**src/rtl/cpu_reg_file.sv**
```systemverilog
// Parametrised register file: two registered read ports, one write port, write-to-read bypass,
// optional hardwired zero register and an internal sweep that zeroes every entry.
module cpu_reg_file #(
  parameter int unsigned DATA_W   = 32,
  parameter int unsigned DEPTH    = 8,
  parameter int unsigned ADDR_W   = $clog2(DEPTH),
  parameter int unsigned ZERO_REG = 0
) (
  input  logic              clk,
  input  logic              rst_n,
  input  logic              clear,
  output logic              busy,
  input  logic              read,
  input  logic [ADDR_W-1:0] rAddr0,
  input  logic [ADDR_W-1:0] rAddr1,
  output logic [DATA_W-1:0] rData0,
  output logic [DATA_W-1:0] rData1,
  output logic              rValid,
  input  logic              write,
  input  logic [ADDR_W-1:0] wAddr,
  input  logic [DATA_W-1:0] wData
);

  typedef enum logic [0:0] {StSweep, StIdle} state_e;

  state_e            stateQ, stateD;
  logic [ADDR_W-1:0] idxQ, idxD;
  logic [DATA_W-1:0] mem [DEPTH];
  logic [DATA_W-1:0] rData0Q, rData0D, rData1Q, rData1D;
  logic              rValidQ, rValidD;

  logic              idle;
  logic              wEff;
  logic              hit0, hit1, zero0, zero1;
  logic              memWe;
  logic [ADDR_W-1:0] memAddr;
  logic [DATA_W-1:0] memWData;

  always_comb begin
    idle  = (stateQ == StIdle);
    // A write to the hardwired zero register is dropped and must not feed the bypass either.
    wEff  = idle && write && !((ZERO_REG != 0) && (wAddr == '0));
    zero0 = (ZERO_REG != 0) && (rAddr0 == '0);
    zero1 = (ZERO_REG != 0) && (rAddr1 == '0);
    hit0  = wEff && (wAddr == rAddr0);
    hit1  = wEff && (wAddr == rAddr1);

    stateD = stateQ;
    idxD   = idxQ;
    if (!idle) begin
      idxD = idxQ + ADDR_W'(1);
      if (idxQ == ADDR_W'(DEPTH - 1)) stateD = StIdle;
    end else if (clear) begin
      stateD = StSweep;
      idxD   = '0;
    end

    memWe    = rst_n && (!idle || wEff);
    memAddr  = idle ? wAddr : idxQ;
    memWData = idle ? wData : '0;

    rData0D = rData0Q;
    rData1D = rData1Q;
    rValidD = 1'b0;
    if (idle && read) begin
      rValidD = 1'b1;
      rData0D = zero0 ? '0 : (hit0 ? wData : mem[rAddr0]);
      rData1D = zero1 ? '0 : (hit1 ? wData : mem[rAddr1]);
    end
  end

  always_ff @(posedge clk) begin
    if (!rst_n) begin
      stateQ  <= StSweep;
      idxQ    <= '0;
      rData0Q <= '0;
      rData1Q <= '0;
      rValidQ <= 1'b0;
    end else begin
      stateQ  <= stateD;
      idxQ    <= idxD;
      rData0Q <= rData0D;
      rData1Q <= rData1D;
      rValidQ <= rValidD;
    end
  end

  // Storage is never reset directly; the sweep after reset zeroes it.
  always_ff @(posedge clk) begin
    if (memWe) mem[memAddr] <= memWData;
  end

  assign busy   = (stateQ == StSweep);
  assign rData0 = rData0Q;
  assign rData1 = rData1Q;
  assign rValid = rValidQ;

endmodule
```
**config.mk**
```make
export PLATFORM = sky130hd
export DESIGN_NAME = cpu_reg_file
export DESIGN_NICKNAME = d
export VERILOG_FILES = /design/src/rtl/cpu_reg_file.sv
export SDC_FILE = /design/constraint.sdc
export NUM_CORES = 1
export LEC_CHECK = 0
export ABC_AREA = 0
export CAP_MARGIN = 20
export CELL_PAD_IN_SITES_DETAIL_PLACEMENT = 1
export CELL_PAD_IN_SITES_GLOBAL_PLACEMENT = 1
export CORE_UTILIZATION = 30
export DETAILED_ROUTE_END_ITERATION = 10
export DONT_BUFFER_PORTS = 1
export PLACE_DENSITY = 0.59
export RECOVER_POWER = 25
export SLEW_MARGIN = 25
export SYNTH_ARGS = -nofsm -noshare
export SYNTH_HDL_FRONTEND = slang
export SYNTH_SLANG_ARGS = --single-unit
```
**constraint.sdc**
```tcl
create_clock -name clk -period 3.22 [get_ports clk]
set_input_delay 0.161 -clock clk [delete_from_list [all_inputs] [get_ports clk]]
set_output_delay 0.161 -clock clk [all_outputs]
set_load 0.02 [all_outputs]
```
==> flow_metrics.tcl <==
set metrics [dict create \
    cts_tree "yes" \
    gp_congestion 0.735 \
    finalSetupViolations 0 \
    drv_cap 0 \
    drc 0 \
    ys_types 43 \
    postLayoutCoreUtil_pct 35.6 \
    fp.coreArea_sq_mm 0.0476 \
    initial_utilization_pct 30.3 \
    yosysTopAreaCell "edfxtp_1" \
    via_per_inst 5.35 \
    die_x_microns 221 \
    dpl.hpwl_microns 24100 \
    grt_pass1_wl_microns 61800 \
    leakage_nw 5.85 \
    hold_violations 0 \
    worstPathCellList "mux2i_4, xnor2_1, o41ai_4, buf_4, o21ai_0, dlygate4sd3_1" \
    period_share_pct 91.2 \
    cts_root_buffer "clkbuf_16" \
    synthTopCellsByArea "edfxtp_1, mux4_2, dfxtp_1, mux2i_1, o221ai_1" \
    fp-row-count 80 \
    synth_cells 862 \
    relSlewSlack_pct 40.6 \
    avgRoutedWirePerCell_microns 26.7 \
    cellPowerDensity_mw_per_mm2 538 \
    finalNetCount 971 \
    yosysSeqAreaShare_pct 62.8 \
    grt_use_total_pct 17.1 \
    crit_required_ns 3.62 \
    fmax_mhz 340 \
    drt_iter0_drc 681 \
    boundaryPins 112 \
    critPathBufInv 2 \
    slew_violations 0 \
    clockBufferDepth 3 \
    slowest_delay_ns 0.58 \
    vias 8371 \
    cts.htree.levels 2 \
    rsz0062_at_grt "no" \
    timing.rr.start "idle" \
    avgSynthCellArea_sq_um 16.8 \
    finClkSkew_ns 0.0173 \
    synth_edf_count 256 \
    synth_area_sq_mm 0.0144 \
    worstHoldPathCells 3 \
    grt_pass1_vias 8936 \
    dpl_worst_slack_ns 0.434 \
    hold_end "rData1[30]" \
    crit_type "reg2reg" \
    arrival_ns 3.34 \
    wirelength_microns 41800 \
    timing.hold.ws_ns 0.0202 \
    yosys.area_share.simple_pct 3.47 \
    drtAntennaViolNets 0 \
    ir_worst_vdd_v 0.000295 \
    syn_nets 910 \
    tightest_slew_ns 0.888 \
    worstHoldPathType "in2reg" \
    layout_setup_ws_ns 0.283 \
    first_pass_iters 7 \
    grt_max_degree 68 \
    status "finished, final reports clean" \
    crit_fanout 23 \
    ys_ff_latch 325 \
    clock_latency_ns 0.53 \
    ff2ff_path_depth 6 \
    die_area_sq_mm 0.0490 \
    crit_slowest_cell "dlygate4sd3_1" \
    synth_xor_area_share_pct 0.364 \
    syn_to_final_growth_pct 17.5 \
    synth_warnings 0 \
    synth_compound_area_share_pct 5.96 \
    final_cells 1565 \
    dp_cells 1446 \
    synth_top_family_by_area "multiplexers" \
    io_buffers 0 \
    fin_tns_setup_ns 0 \
    min-delay-start "rAddr1[0]" \
    cts_resized 0 \
    synth_mux_area_share_pct 24.4 \
    yosys-top-cells-count "edfxtp_1, mux4_2, mux2i_1, dfxtp_1, nand2_1" \
    antenna_found_initial 2 \
    grt_overflow_total 0 \
    endpoint_kind "flop" \
    synth_fa_ha_area_share_pct 0.173 \
    cp_top_family "buffers and inverters" \
    post-route-min-period_ns 2.94 \
    start_kind "flop" \
    cts_sinks 325 \
    ys.flop_type "edfxtp_1" \
    die-height_microns 221 \
    numCtsBuffers 36 \
    postCtsSetupRepairBufs 0 \
    yosysTopAreaCellShare_pct 53.2 \
    synthArstFlopShare_pct 0 \
    layout-drive-gt1-share_pct 22.2 \
    clk_pin_slew_worst_paths_ns 0.06 \
    r2r_slack_ns 0.28 \
    rr_endpoint "rData1[23]" \
    num-fill-cells 4790 \
    yosysMostFrequentCell "edfxtp_1" \
]
## power by group
| part | switching [mW] | internal, mW | total, mW |
|---|---|---|---|
| Combinational | 0.283 | 0.313 | 0.596 |
| Sequential | 0.0432 | 4.58 | 4.62 |
| Clock | 1.65 | 2.26 | 3.91 |
| Total | 1.97 | 7.15 | 9.12 |
## sequential cells by signal, indices dropped and copies added, names as in the netlist
register / flops
idle: 1
idxQ: 3
rData0: 32
rValid: 1
mem: 256
rData1: 32
## repair_timing
item,in CTS,in global routing
hold buffers,54,0
endpoints found under the setup margin,0,0
endpoints found under the hold margin,188,0
## through the flow
step / total power, mW / area (sq um)
2_1_floorplan: 5.16 / 14400
3_3_place_gp: 5.23 / 15300
3_5_place_dp: 5.24 / 15300
4_1_cts: 9.22 / 17000
5_1_grt: 9.39 / 17000
6_report: 9.12 / 17000
## area by class of cell
type | instances | area, sq um | share of cell area (%)
timing repair buffer | 85 | 841 | 4.96
tap | 615 | 769 | 4.54
antenna | 1 | 2.50 | 0.0148
clock buffer | 49 | 1000 | 5.90
multi-input combinational | 443 | 5060 | 29.8
inverter | 32 | 120 | 0.708
sequential | 325 | 9070 | 53.5
clock inverter | 15 | 101 | 0.598
## per-layer routing
layer  GRT usage, %  share of wire, %
met5              0             0.031
met1           23.1                44
met4           4.71               1.9
met2           27.8                48
met3           3.33               5.6
## worst max path at each step
stage / end / startpoint / cells past startpoint / slack, ns
2_1_floorplan: mem[2][0] / idle / 4 / 0.55
3_3_place_gp: rData1[28] / idle / 5 / 0.56
3_5_place_dp: rData1[4] / idle / 5 / 0.43
4_1_cts: rData1[3] / idle / 6 / 0.31
5_1_grt: rData1[23] / idle / 6 / 0.18
6_report: rData1[23] / idle / 6 / 0.28
## cells in the final DEF (no fill, tap or decap), types with 27 or more instances in the layout
cell type,instances
mux4_2,112
a22oi_1,32
nor2_1,32
dfxtp_1,69
dlygate4sd3_1,53
edfxtp_1,256
buf_4,27
inv_1,29
nand2_1,55
clkbuf_16,37
o221ai_1,28
mux2i_1,96
## worst reg2reg max path, stage by stage, from the launching register on
cell	delay, ns
dfxtp_1	0.56
mux2i_4	0.47
xnor2_1	0.25
o41ai_4	0.35
buf_4	0.42
o21ai_0	0.18
dlygate4sd3_1	0.58
## kinds of logic (layout without fill, tap and decap cells)
kind of cell             Yosys count  after routing
other                              0              1
buffers and inverters             94            181
flip-flops                       325            325
adder cells (fa/ha/maj)            2              2
multiplexers                     210            210
XOR/XNOR                           6              6
AO/OA/AOI/OAI                    109            109
AND/OR/NAND/NOR                  116            116
(Power assumes the default switching activity.)
